`config.mk`:
```
export PLATFORM = sky130hd
export DESIGN_NAME = parallel_operand_loader
export DESIGN_NICKNAME = d
export VERILOG_FILES = /design/src/rtl/parallel_operand_loader.sv
export SDC_FILE = /design/constraint.sdc
export NUM_CORES = 1
export LEC_CHECK = 0
export CAP_MARGIN = 10
export CORE_ASPECT_RATIO = 1.75
export CORE_UTILIZATION = 48
export DETAILED_ROUTE_END_ITERATION = 6
export PLACE_DENSITY = 0.85
export SYNTH_ARGS = -nofsm -noshare
export SYNTH_HDL_FRONTEND = slang
export SYNTH_SLANG_ARGS = --single-unit
```
`constraint.sdc`:
```
create_clock -name clk -period 3.95 [get_ports clk]
set_input_delay 0.395 -clock clk [delete_from_list [all_inputs] [get_ports clk]]
set_output_delay 0.395 -clock clk [all_outputs]
set_load 0.01 [all_outputs]
```
`src/rtl/parallel_operand_loader.sv`:
```
// Serial-to-parallel operand loader: assembles 24 stream bytes into six 4-lane
// operand vectors and presents the complete set with a valid/ready handshake.
module parallel_operand_loader #(
    parameter int DATA_W  = 8,
    parameter int LANES   = 4,
    parameter int VECTORS = 6
) (
    input  logic                    clk,
    input  logic                    rst_n,
    input  logic                    clear,
    input  logic                    s_valid,
    input  logic [DATA_W-1:0]       s_data,
    output logic                    s_ready,
    output logic                    out_valid,
    input  logic                    out_ready,
    output logic [LANES*DATA_W-1:0] a_vec,
    output logic [LANES*DATA_W-1:0] b_vec,
    output logic [LANES*DATA_W-1:0] c_vec,
    output logic [LANES*DATA_W-1:0] d_vec,
    output logic [LANES*DATA_W-1:0] e_vec,
    output logic [LANES*DATA_W-1:0] f_vec,
    output logic [4:0]              fill_count
);

    localparam int VEC_W = LANES * DATA_W;
    localparam int TOTAL = LANES * VECTORS;
    localparam int SET_W = TOTAL * DATA_W;

    localparam logic [0:0] ST_FILL    = 1'b0;
    localparam logic [0:0] ST_PRESENT = 1'b1;
    localparam logic [4:0] LAST_IDX   = 5'(TOTAL - 1);

    logic [0:0]       state_q, state_d;
    logic [4:0]       count_q, count_d;
    logic [SET_W-1:0] vec_q,   vec_d;

    // Byte n of a set lives at bits [n*DATA_W +: DATA_W], which places it in
    // vector n/LANES, lane n%LANES with lane 1 in the least significant byte.
    always_comb begin
        // NOTE: every next-state signal gets a default first so no path leaves it unassigned (no latches).
        state_d = state_q;
        count_d = count_q;
        vec_d   = vec_q;
        if (clear) begin
            state_d = ST_FILL;
            count_d = '0;
        end else begin
            case (state_q)
                ST_FILL: begin
                    if (s_valid) begin
                        vec_d[int'(count_q) * DATA_W +: DATA_W] = s_data;
                        count_d = count_q + 5'd1;
                        if (count_q == LAST_IDX) state_d = ST_PRESENT;
                    end
                end
                ST_PRESENT: begin
                    if (out_ready) begin
                        state_d = ST_FILL;
                        count_d = '0;
                    end
                end
                default: begin
                    state_d = ST_FILL;
                    count_d = '0;
                end
            endcase
        end
    end

    always_ff @(posedge clk) begin
        // NOTE: state uses non-blocking assignments; the vector storage is reset too because outputs must read zero after reset.
        if (!rst_n) begin
            state_q <= ST_FILL;
            count_q <= '0;
            vec_q   <= '0;
        end else begin
            state_q <= state_d;
            count_q <= count_d;
            vec_q   <= vec_d;
        end
    end

    assign s_ready    = (state_q == ST_FILL);
    assign out_valid  = (state_q == ST_PRESENT);
    assign fill_count = count_q;

    assign a_vec = vec_q[0*VEC_W +: VEC_W];
    assign b_vec = vec_q[1*VEC_W +: VEC_W];
    assign c_vec = vec_q[2*VEC_W +: VEC_W];
    assign d_vec = vec_q[3*VEC_W +: VEC_W];
    assign e_vec = vec_q[4*VEC_W +: VEC_W];
    assign f_vec = vec_q[5*VEC_W +: VEC_W];

endmodule

```
==> results by stage, run 1 <==
Synth:
- The count of synthesis-stage warnings from yosys is 0.
- Counting distinct cell types in the post-synthesis netlist gives 54.
- Among all flip-flop cells after synthesis, the most frequent one is dfxtp_1.
- The commonest cells after synthesis are dfxtp_1, nand2_1, nand3_1, o21ai_0, clkbuf_1.
- In this run, synthesis produced a sequential element count of between 150 and 200.
- The simple-gate share of the synthesized area is around 23%.
- After synthesis, the largest family of logic cells by area is simple AND/OR/NAND/NOR gates.
- The number of nets handed over by synthesis was approximately 870.
- The XOR/XNOR share of the synthesized area is less than 1%.
- The arithmetic-cell share of the synthesized area counting full adders, half adders and majority gates is less than 1%.
- The most used standard cell by instance count after synthesis is dfxtp_1.
- Of all flip-flops after synthesis, the portion carrying an async set or reset was 0%.
- The mean instance size in the synthesized netlist is slightly below 9 um2.
- Summing the areas of all compound-gate instances in the mapped netlist gives 14.6% of the synthesized area.
- The area share of the largest cell type after synthesis is 52.3%.
- After synthesis, flip-flops and latches occupy about 52% of the total area.
- The top cell type by total area after synthesis is dfxtp_1.
- After synthesis, the share of cell area in mux cells is 5.94%.
- The number of flops mapped to enable cells by yosys is 0.
- By area the synthesized netlist is led by dfxtp_1, nand2_1, nand3_1.
- The number of instances in the synthesized netlist is 852.
- The mapped cell area is 0.00758 mm2.

CTS:
- The maximum clock insertion buffer count is 2.
- Buffers added to address setup during post-CTS repair amount to 0.
- The clock drives 198 sinks.
- The number of levels the H-tree was split into is 4.
- The buffer cell driving the clock tree root is clkbuf_16.
- The count of instances resized after the clock tree is built is 0.
- The clock latency at the later pin of the worst-skew pair is 0.42 ns.
- The clock-pin transition on the worst setup and hold timing paths is roughly 0.080 ns.
- The number of hold buffers added after CTS was 0.
- The clock tree from TritonCTS is built.
- Buffers inserted during clock tree synthesis total 17.

Placed design:
- During placement, the flow inserted port buffers numbering approximately 210.
- At the end of routability-driven placement, the weighted congestion stood at between 0.8 and 0.9.
- The HPWL after detailed placement is 16.7 mm.

STA:
- Setup repair after global routing left no endpoint under its margin.
- Setup violations remaining at the end of the flow were counted as 0.
- The count of final max-slew check failures came to 0.
- The normalized max-slew margin is 40.3%.
- The top achievable clock speed is between 200 and 300 MHz.
- Across the routed clock network, the largest skew measured is ~0.0098 ns.
- The slew of the pin with the lowest slew margin is a little under 0.9 ns.
- The routed design could run at a clock period as short as roughly 3.6 ns.
- In the finished design, the share of the clock period the worst path needs comes to around nine tenths.
- Summed over all failing endpoints, the final setup total negative slack is 0 ns.
- The number of hold-slack violations in the final timing report is 0.

Detailed routing:
- In the routed layout, each cell is associated on average with a via count of around 5.7.
- The pre-antenna-repair detailed-routing pass consisted of 7 iterations.
- The number of remaining DRC errors is 0.
- The routed wirelength normalized by instance count is approximately 19 um.
- The total via count in the routed design is between 7000 and 8000.
- Once detail routing completed, the nets flagged for antenna violations numbered 0.
- The final layout contains routed wiring with a total length of around 23 mm.
- The iteration-0 DRC count of the detailed router is 467.

Worst setup path:
- The critical path data required time is roughly 4.3 ns.
- The type of the worst setup path is flip-flop to flip-flop.
- The start point of the critical path is fill_count[0].
- The worst register-to-register path has a depth of 9.
- For the worst setup path, the data arrival time is between 3 and 4 ns.
- The endpoint kind of the worst setup timing path is a flip-flop.
- The count of buffering cells on the critical path with inverters included is 1.
- Among cell families on the critical path, the largest total delay comes from simple AND/OR/NAND/NOR gates.
- The capture point of the worst reg-to-reg path is vec_q[108].
- The cell with the largest stage delay on the worst path is nor3_2.
- STA classifies the critical path startpoint as a flip-flop.
- Among the stages of the critical path, the cell type that occurs most often is ha_1.
- Of all nets on the critical path, the largest fanout is 20.
- The delay of the slowest critical-path stage is around 0.71 ns.
- The register-to-register setup slack is a little under 0.4 ns.
- Traced cell by cell, the critical path runs through inv_1 -> ha_1 -> nand2b_1 -> nor2_1 -> ha_1 -> o21ai_1 -> nor3_2 -> nand3_1 -> o21ai_0.
- The worst register-to-register path begins at fill_count[0].

Floorplanning:
- The overall die height is 168 um.
- The effective utilization at floorplan is around half.
- The I/O pin count is 212.
- The floorplan step defined a core boundary enclosing approximately 0.015 mm2.
- Measured along the x axis, the die boundary spans between 90 and 100 um.
- The full die area is 0.0163 mm2.
- The floorplan has 60 rows.

Global routing:
- The via count of the first global-routing pass is ~6500.
- The aggregate global routing overflow is 0.
- The total track usage is 27.9%.
- Entering global routing, the biggest net connects a little under 80 pins.
- The wire length of the first global-routing pass is 35.7 mm.
- The initial antenna violation count is 0.

Power:
- The cell leakage power is approximately 3.5 nW.
- IR analysis of the VDD net gives a maximum drop of 0.247 mV.
- The completed layout was analyzed and its total power is 3.89 mW.
- In this run the power density over the cells is around 370 mW/mm2.

Worst hold path:
- For hold timing, the worst endpoint is vec_q[2].
- The min-delay analysis places its worst path in the category flip-flop to flip-flop.
- The startpoint of the worst hold path is vec_q[2].
- The hold-critical path depth is 2.

Finish:
- Cells with a size suffix above 1 make up 5.93% of the layout.
- From synthesis to final layout, the design area changed by 36.8%.
- For this run, the post-layout net count is between 1000 and 1500.
- The number of diodes added for antenna fixing is 0.

Run:
- The number of violations of the max-capacitance limit is 0.

Status:
- The run finished with clean final reports.
## sequential cells by signal, indices dropped and copies added (netlist names)
signal / count
out_valid: 1
vec_q: 192
fill_count: 5
## power breakdown
group	internal [mW]	switching, mW
Clock	0.945	0.800
Sequential	2.00	0.00393
Combinational	0.0393	0.102
Total	2.98	0.906
## tightest hold or removal path: stages, from the launching register on
cell and delay [ns]:
dfxtp_1 0.31, nand2_1 0.05, a21boi_1 0.05
## worst max path at each step
stage                 end  slack (ns)  cells past startpoint
2_1_floorplan   vec_q[70]        1.05                     13
3_3_place_gp     vec_q[0]        0.69                      9
3_5_place_dp   vec_q[106]        0.50                      8
4_1_cts        vec_q[108]        0.43                      9
5_1_grt        vec_q[108]      0.0008                      9
6_report       vec_q[108]        0.39                      9
## through the flow
stage	instance area (um2)	hold slack (ns)	utilization (%)	setup slack [ns]	std cells
2_1_floorplan	7580	0.475	-	1.05	852
3_3_place_gp	9780	0.434	63.5	0.689	1199
3_5_place_dp	9780	0.443	63.5	0.503	1199
4_1_cts	10400	0.440	67.4	0.431	1231
5_1_grt	10400	0.470	67.4	0.000806	1231
6_report	10400	0.454	67.4	0.394	1231
## cell usage in the layout (no fill, tap or decap), drive strengths merged, types with 2 or more instances in the layout
master / Yosys / routed
nand2b: 4 / 4
nor3: 12 / 12
or2: 3 / 3
a22o: 20 / 20
and2: 8 / 8
ha: 3 / 3
nand3: 102 / 102
nor3b: 3 / 3
o22ai: 10 / 10
nand2: 166 / 166
and3: 11 / 11
dfxtp: 198 / 198
a311oi: 2 / 2
a21oi: 7 / 7
buf: 16 / 15
inv: 4 / 10
clkdlybuf4s50: 0 / 210
or3: 4 / 4
mux2i: 45 / 45
nor2: 11 / 11
a31oi: 3 / 3
nor2b: 7 / 7
a21boi: 9 / 9
o31a: 7 / 7
nor4: 2 / 2
o31ai: 12 / 12
nand4: 14 / 14
clkbuf: 48 / 20
o21ai: 99 / 99
o2bb2ai: 4 / 4
clkinvlp: 0 / 3
clkinv: 0 / 2
nand3b: 4 / 4
## cells by family after synthesis
group                      after synthesis
DFF                                    198
and+or+nand+nor                        359
muxes                                   45
AOI/OAI and AO/OA                      178
buffers and inverters                   68
adders and majority gates                3
xor gates and xnor gates                 1
## layer usage
metal	vias up	GRT usage [%]	part of all wire (%)
li1	3369	-	-
met1	3332	32.4	37
met4	0	14.5	4.4
met2	304	49.3	52
met5	-	0	0
met3	60	4.03	6.2
## cell type report
| type | instances | area (um2) |
|---|---|---|
| fill | 1170 | 5010 |
| sequential | 198 | 3960 |
| multi-input combinational | 586 | 3350 |
| timing repair buffer | 225 | 2220 |
| clock buffer | 20 | 467 |
| tap | 186 | 233 |
| clock inverter | 12 | 133 |
| inverter | 4 | 15.0 |
Power figures use the tool's default switching activity.
==> inputs of run 2 (changes only) <==
Settings changed: REMOVE_ABC_BUFFERS from default to 1.
==> results by stage, run 2 (synthesis gave the netlist of run 1 again) <==
Status:
- Outcome: complete, no violations (unchanged).

Placed design:
- The instance count after placement with tap cells included was 1202 (was 1199).
- The global placer's final weighted congestion is 0.992 (was 0.876).
- The count of buffers from port buffering is 211 (unchanged).
- The worst-case setup slack after placement is 0.663 ns (was 0.503 ns).
- The total half-perimeter wirelength after legalization and detailed placement is 16.4 mm (was 16.7 mm).
- The instance area after placement is 0.00981 mm2 (was 0.00978 mm2).

Detailed routing:
- The detailed-routed wire length on met2 is 12.3 mm (was 12.1 mm).
- The routed via count divided by cell count came to 5.74 (about the same).
- The wire length on met1 was 8.68 mm (was 8.70 mm).
- The number of nets with antenna violations after detailed routing is 0 (unchanged).
- The number of remaining DRC errors was 0 (unchanged).
- The final wirelength is 23.7 mm (was 23.3 mm).
- The highest routed metal layer is met4 (unchanged).
- The count of TritonRoute iterations in the first routing pass is 5 (was 7).
- The routed wirelength normalized by instance count was 19.2 um (was 18.9 um).
- The length of routed met3 wiring is 1.29 mm (was 1.44 mm).
- The iteration-0 DRC count of the detailed router is 487 (was 467).
- The total via count in the routed design came to 7078 (was 7065).

Finish:
- Top library cells by usage in the layout, fill and taps aside: clkdlybuf4s50_1, dfxtp_1, nand2_1 (unchanged).
- The share of final-layout standard cells stronger than drive strength 1 is 6.20% (was 5.93%).
- The final core area utilization was 67.6% (was 67.4%).
- The most common library cell in the layout ignoring fill and taps was clkdlybuf4s50_1 (unchanged).
- The number of nets in the finished design is 1051 (was 1048).
- The register bank with the most flops is vec_q (unchanged).
- The number of diodes added for antenna fixing is 0 (unchanged).
- The sequential cell area is 0.00396 mm2 (unchanged).
- The signed area change from the synthesized netlist to the final layout is 37.1% (was 36.8%).
- The flip-flop count of the largest register after layout is 192 (unchanged).
- The final-layout fill cell count is 1206 (was 1170).
- The post-layout instance area is 0.0104 mm2 (about the same).
- The number of standard cells in the layout, taps in and fillers out is 1234 (was 1231).
- The area of combinational cells with multiple inputs is 0.00335 mm2 (unchanged).

Worst hold path:
- The class of the tightest hold or removal check is input pin to flip-flop (was flip-flop to flip-flop).
- The hold-critical path depth was 3 (was 2).

Worst setup path:
- The critical path data required time is 4.23 ns (was 4.29 ns).
- The type of the worst setup path is flip-flop to flip-flop (unchanged).
- The critical path arrival is 3.66 ns (was 3.90 ns).
- The sort of element at the start of the critical path is a flip-flop (unchanged).
- The endpoint kind of the worst setup timing path is a flip-flop (unchanged).
- The peak fanout along the critical path is 16 (was 20).
- The worst reg-to-reg path cell count is 9 (unchanged).

Floorplanning:
- The overall die height came to 168 um (unchanged).
- The full die area is 0.0163 mm2 (unchanged).
- The effective utilization at floorplan is 49.3% (unchanged).
- The I/O pin count is 212 (unchanged).
- The die extent in x was 97.0 um (unchanged).
- The site row count came to 60 (unchanged).
- The area of the placeable core is 0.0154 mm2 (unchanged).

Power:
- The overall power after layout is 3.86 mW (was 3.89 mW).
- The peak ir drop on the vdd network is 0.257 mV (was 0.247 mV).
- The power per cell area is 372 mW/mm2 (was 375 mW/mm2).
- The cell leakage power is 3.56 nW (was 3.55 nW).

STA:
- The normalized max-slew margin is 37.3% (was 40.3%).
- The post-route fraction of the period consumed by the critical path is 85.5% (was 90.0%).
- The count of final max-slew check failures is 0 (unchanged).
- The setup TNS is 0 ns (unchanged).
- The shortest period the worst path allows is 3.38 ns (was 3.56 ns).
- The setup slack after layout is 0.573 ns (was 0.394 ns).
- The top achievable clock speed is 296 MHz (was 281 MHz).
- The number of hold-slack violations in the final timing report is 0 (unchanged).
- The number of setup violations in the final report came to 0 (unchanged).
- The worst hold margin came to 0.399 ns (was 0.454 ns).
- The clock tree skew after final layout is 0.0150 ns (was 0.00982 ns).
- RSZ-0062 raised after global routing: no (unchanged).
- The slew of the pin with the lowest slew margin is 0.936 ns (was 0.884 ns).

Global routing:
- The wire length of the first global-routing pass was 36.5 mm (was 35.7 mm).
- The aggregate global routing overflow is 0 (unchanged).
- The largest net degree at the start of global routing is 155 (was 79).
- The total track usage is 28.6% (was 27.9%).
- The via count of the first global-routing pass is 6616 (was 6523).
- The initial antenna violation count is 0 (unchanged).

CTS:
- The number of buffers added by the clock tree synthesis step is 17 (unchanged).
- The number of sinks driven by the clock tree is 198 (unchanged).
- The count of instances resized after the clock tree is built is 0 (unchanged).
- The maximum clock insertion buffer count is 2 (unchanged).
- The clock-pin transition on the worst setup and hold timing paths came to 0.08 ns (about the same).
- The clock latency at the later pin of the worst-skew pair is 0.45 ns (was 0.42 ns).
- The buffer cell driving the clock tree root is clkbuf_16 (unchanged).
- The number of levels the H-tree was split into is 4 (unchanged).
- The number of buffers inserted by post-CTS setup repair is 0 (unchanged).
- The number of hold-repair buffers added at the cts stage is 0 (unchanged).
- The clock tree from TritonCTS is built (unchanged).

Run:
- The number of violations of the max-capacitance limit was 0 (unchanged).
[run 2: changes by cell type in the layout (fill, tap and decap cells not counted), sizes merged]
cell | previous run | this run
buf | 15 | 18
clkbuf | 20 | 17
clkinv | 2 | 5
inv | 10 | 13
clkinvlp | 3 | 1
bufinv | 1 | 0
[run 2: cell type report]
type / count / area share, %
Inverter: 4 / 0.144
Clock buffer: 17 / 4.09
Multi-Input combinational cell: 586 / 32.2
Timing Repair Buffer: 228 / 21.7
Tap cell: 186 / 2.24
Sequential cell: 198 / 38.1
Clock inverter: 15 / 1.50
[run 2: worst max-delay path, cell delays in order (launching register included)]
cell	delay [ns]
dfxtp_1	0.68
inv_1	0.21
ha_1	0.35
nand2b_1	0.16
nor2_1	0.06
ha_1	0.21
nor4b_2	0.43
nand2_1	0.23
nor3_2	0.68
o21ai_0	0.22
[run 2: power by group]
group | switching (mW) | internal [mW] | leakage [nW] | total [mW]
clock network | 0.865 | 0.847 | 0.284 | 1.71
logic | 0.107 | 0.0425 | 1.69 | 0.150
registers | 0.00448 | 2.00 | 1.59 | 2.00
total | 0.977 | 2.89 | 3.56 | 3.86
[run 2: path summary, 6_finish.rpt]
check                                    from         end  slack [ns]
worst max-delay path            fill_count[0]  vec_q[134]        0.57
worst min-delay path                    rst_n   vec_q[75]        0.40
worst max register to register  fill_count[0]  vec_q[134]        0.57
worst min register to register       vec_q[3]    vec_q[3]        0.45
[run 2: layer usage]
metal / GRT usage (%) / up-vias
met5: 0 / -
met1: 31.0 / 3348
met3: 5.06 / 78
li1: - / 3373
met4: 18.8 / 0
met2: 50.6 / 279
==> inputs of run 3 (changes only) <==
Settings changed: CORE_UTILIZATION 48 to 35, PLACE_DENSITY 0.85 to 0.67, SLEW_MARGIN from default to 20.
Clock period 3.95 ns to 4.05 ns, I/O delays scaled along.
==> results by stage, run 3 (synthesis gave the netlist of run 1 again) <==
Worst setup path:
- List of cells traversed by the critical path: inv_1 -> ha_1 -> nand2b_1 -> nor2_1 -> ha_1 -> nor4b_2 -> nand2_1 -> nor3_2 -> o21ai_0 (unchanged).
- The critical path arrival came to 3.67 ns (was 3.66 ns).
- The most frequent cell on the critical path is ha_1 (unchanged).
- The type of the worst setup path is flip-flop to flip-flop (unchanged).
- The cell with the largest stage delay on the worst path is dfxtp_1 (unchanged).
- The critical path data required time is 4.34 ns (was 4.23 ns).
- The count of buffering cells on the critical path with inverters included is 1 (unchanged).
- The delay of the slowest critical-path stage is 0.71 ns (was 0.68 ns).
- The dominant delay contributor by cell family on the critical path is simple AND/OR/NAND/NOR gates (unchanged).
- The sort of element at the start of the critical path is a flip-flop (unchanged).
- The endpoint kind of the worst setup timing path is a flip-flop (unchanged).
- The peak fanout along the critical path was 16 (unchanged).

STA:
- The shortest period the worst path allows is 3.37 ns (was 3.38 ns).
- The number of hold-slack violations in the final timing report is 0 (unchanged).
- The count of final max-slew check failures was 0 (unchanged).
- The number of setup violations in the final report is 0 (unchanged).
- The clock tree skew after final layout was 0.0117 ns (was 0.0150 ns).
- The post-route fraction of the period consumed by the critical path is 83.2% (was 85.5%).
- The slew of the pin with the lowest slew margin is 0.801 ns (was 0.936 ns).
- RSZ-0062 raised after global routing: no (unchanged).
- The setup TNS is 0 ns (unchanged).
- The normalized max-slew margin is 45.9% (was 37.3%).
- The top achievable clock speed is 297 MHz (was 296 MHz).

Detailed routing:
- The detailed-routed wire length on met2 is 12.6 mm (was 12.3 mm).
- The iteration-0 DRC count of the detailed router is 358 (was 487).
- The total via count in the routed design was 6827 (was 7078).
- The length of routed met3 wiring is 1.27 mm (was 1.29 mm).
- The routed wirelength normalized by instance count is 18.4 um (was 19.2 um).
- The number of remaining DRC errors is 0 (unchanged).
- The final wirelength is 24.6 mm (was 23.7 mm).
- The number of nets with antenna violations after detailed routing was 0 (unchanged).
- The count of TritonRoute iterations in the first routing pass was 5 (unchanged).
- The wire length on met1 is 9.75 mm (was 8.68 mm).
- The routed via count divided by cell count is 5.11 (was 5.74).
- The highest routed metal layer is met4 (unchanged).

Global routing:
- The wire length of the first global-routing pass is 38.0 mm (was 36.5 mm).
- The via count of the first global-routing pass is 6578 (was 6616).
- The aggregate global routing overflow is 0 (unchanged).
- The total track usage is 22.7% (was 28.6%).
- The largest net degree at the start of global routing was 82 (was 155).
- The initial antenna violation count is 1 (was 0).

CTS:
- The number of buffers added by the clock tree synthesis step is 17 (unchanged).
- The buffer cell driving the clock tree root is clkbuf_16 (unchanged).
- The count of instances resized after the clock tree is built was 0 (unchanged).
- The maximum clock insertion buffer count is 2 (unchanged).
- The clock tree from TritonCTS is built (unchanged).
- The number of levels the H-tree was split into is 4 (unchanged).
- The clock latency at the later pin of the worst-skew pair came to 0.44 ns (was 0.45 ns).
- The clock-pin transition on the worst setup and hold timing paths is 0.07 ns (was 0.08 ns).
- The number of sinks driven by the clock tree is 198 (unchanged).
- The number of hold-repair buffers added at the cts stage is 0 (unchanged).
- The number of buffers inserted by post-CTS setup repair came to 0 (unchanged).

Finish:
- The flip-flop count of the largest register after layout is 192 (unchanged).
- The area of combinational cells with multiple inputs was 0.00336 mm2 (was 0.00335 mm2).
- The final-layout fill cell count is 2052 (was 1206).
- Top library cells by usage in the layout, fill and taps aside: clkdlybuf4s50_1, dfxtp_1, nand2_1 (unchanged).
- The number of standard cells in the layout, taps in and fillers out is 1336 (was 1234).
- The register bank with the most flops is vec_q (unchanged).
- The share of final-layout standard cells stronger than drive strength 1 is 6.40% (was 6.20%).
- The most common library cell in the layout ignoring fill and taps is clkdlybuf4s50_1 (unchanged).
- The number of nets in the finished design is 1050 (was 1051).
- The signed area change from the synthesized netlist to the final layout was 38.4% (was 37.1%).
- The sequential cell area is 0.00396 mm2 (unchanged).

Floorplanning:
- The die extent in x came to 113 um (was 97.0 um).
- The full die area is 0.0223 mm2 (was 0.0163 mm2).
- The I/O pin count came to 212 (unchanged).
- The area of the placeable core is 0.0211 mm2 (was 0.0154 mm2).
- The overall die height came to 197 um (was 168 um).
- The site row count is 70 (was 60).
- The effective utilization at floorplan was 35.9% (was 49.3%).

Status:
- Outcome: complete, no violations (unchanged).

Run:
- The number of violations of the max-capacitance limit is 0 (unchanged).

Worst hold path:
- The class of the tightest hold or removal check is input pin to flip-flop (unchanged).

Placed design:
- The count of buffers from port buffering came to 211 (unchanged).
- The total half-perimeter wirelength after legalization and detailed placement is 17.5 mm (was 16.4 mm).
- The global placer's final weighted congestion was 0.914 (was 0.992).
- The instance count after placement with tap cells included is 1303 (was 1202).

Power:
- The cell leakage power is 3.53 nW (was 3.56 nW).
- The peak ir drop on the vdd network was 0.199 mV (was 0.257 mV).
- The power per cell area is 354 mW/mm2 (was 372 mW/mm2).
## run 3: changes by cell type in the layout (fill, tap and decap cells not counted), sizes merged
cell / delta
diode: +1
inv: -5
buf: -1
clkbuf: +1
clkinv: -2
clkinvlp: +6
## run 3: power breakdown
part           total, mW  internal [mW]  switching (mW)  leakage, nW
Clock               1.62          0.818           0.800        0.254
Combinational      0.144         0.0395           0.104         1.68
Sequential          1.95           1.95         0.00441         1.59
Total               3.71           2.81           0.909         3.53
## run 3: worst reg2reg max path, cell delays in order, from the launching register on
cell and delay, ns:
dfxtp_1 0.71, inv_1 0.21, ha_1 0.35, nand2b_1 0.16, nor2_1 0.06, ha_1 0.23, nor4b_2 0.40, nand2_1 0.20
nor3_2 0.70, o21ai_0 0.21
## run 3: layer usage
metal | vias to the layer above | global-route usage [%]
li1 | 3365 | -
met1 | 3185 | 25.1
met2 | 226 | 40.2
met3 | 51 | 5.10
met4 | 0 | 11.9
met5 | - | 0
## run 3: cell type report
type                            count  share of cell area, %
Inverter                            4                  0.143
Multi-Input combinational cell    586                   32.0
Antenna cell                        1                 0.0238
Tap cell                          288                   3.43
Clock inverter                     14                   1.14
Sequential cell                   198                   37.8
Timing Repair Buffer              227                   21.3
Clock buffer                       18                   4.18
## run 3: worst paths after layout
check           startpoint         end  slack [ns]  depth (start not counted)
max          fill_count[0]  vec_q[132]        0.68                          9
min                  rst_n  vec_q[137]        0.38                          3
max reg2reg  fill_count[0]  vec_q[132]        0.68                          9
min reg2reg      vec_q[55]   vec_q[55]        0.45                          2
## run 3: stage by stage
| stage | instance area [um2] | worst slack [ns] | hold slack (ns) | power [mW] | utilization, % |
|---|---|---|---|---|---|
| after floorplan | 7320 | 0.745 | 0.475 | 2.05 | - |
| after global placement | 9940 | 0.834 | 0.435 | 2.14 | 47.1 |
| after detailed placement | 9940 | 0.752 | 0.443 | 2.14 | 47.1 |
| after CTS | 10500 | 0.707 | 0.392 | 3.75 | 49.7 |
| after global routing | 10500 | 0.283 | 0.413 | 3.84 | 49.7 |
| final | 10500 | 0.679 | 0.383 | 3.71 | 49.7 |
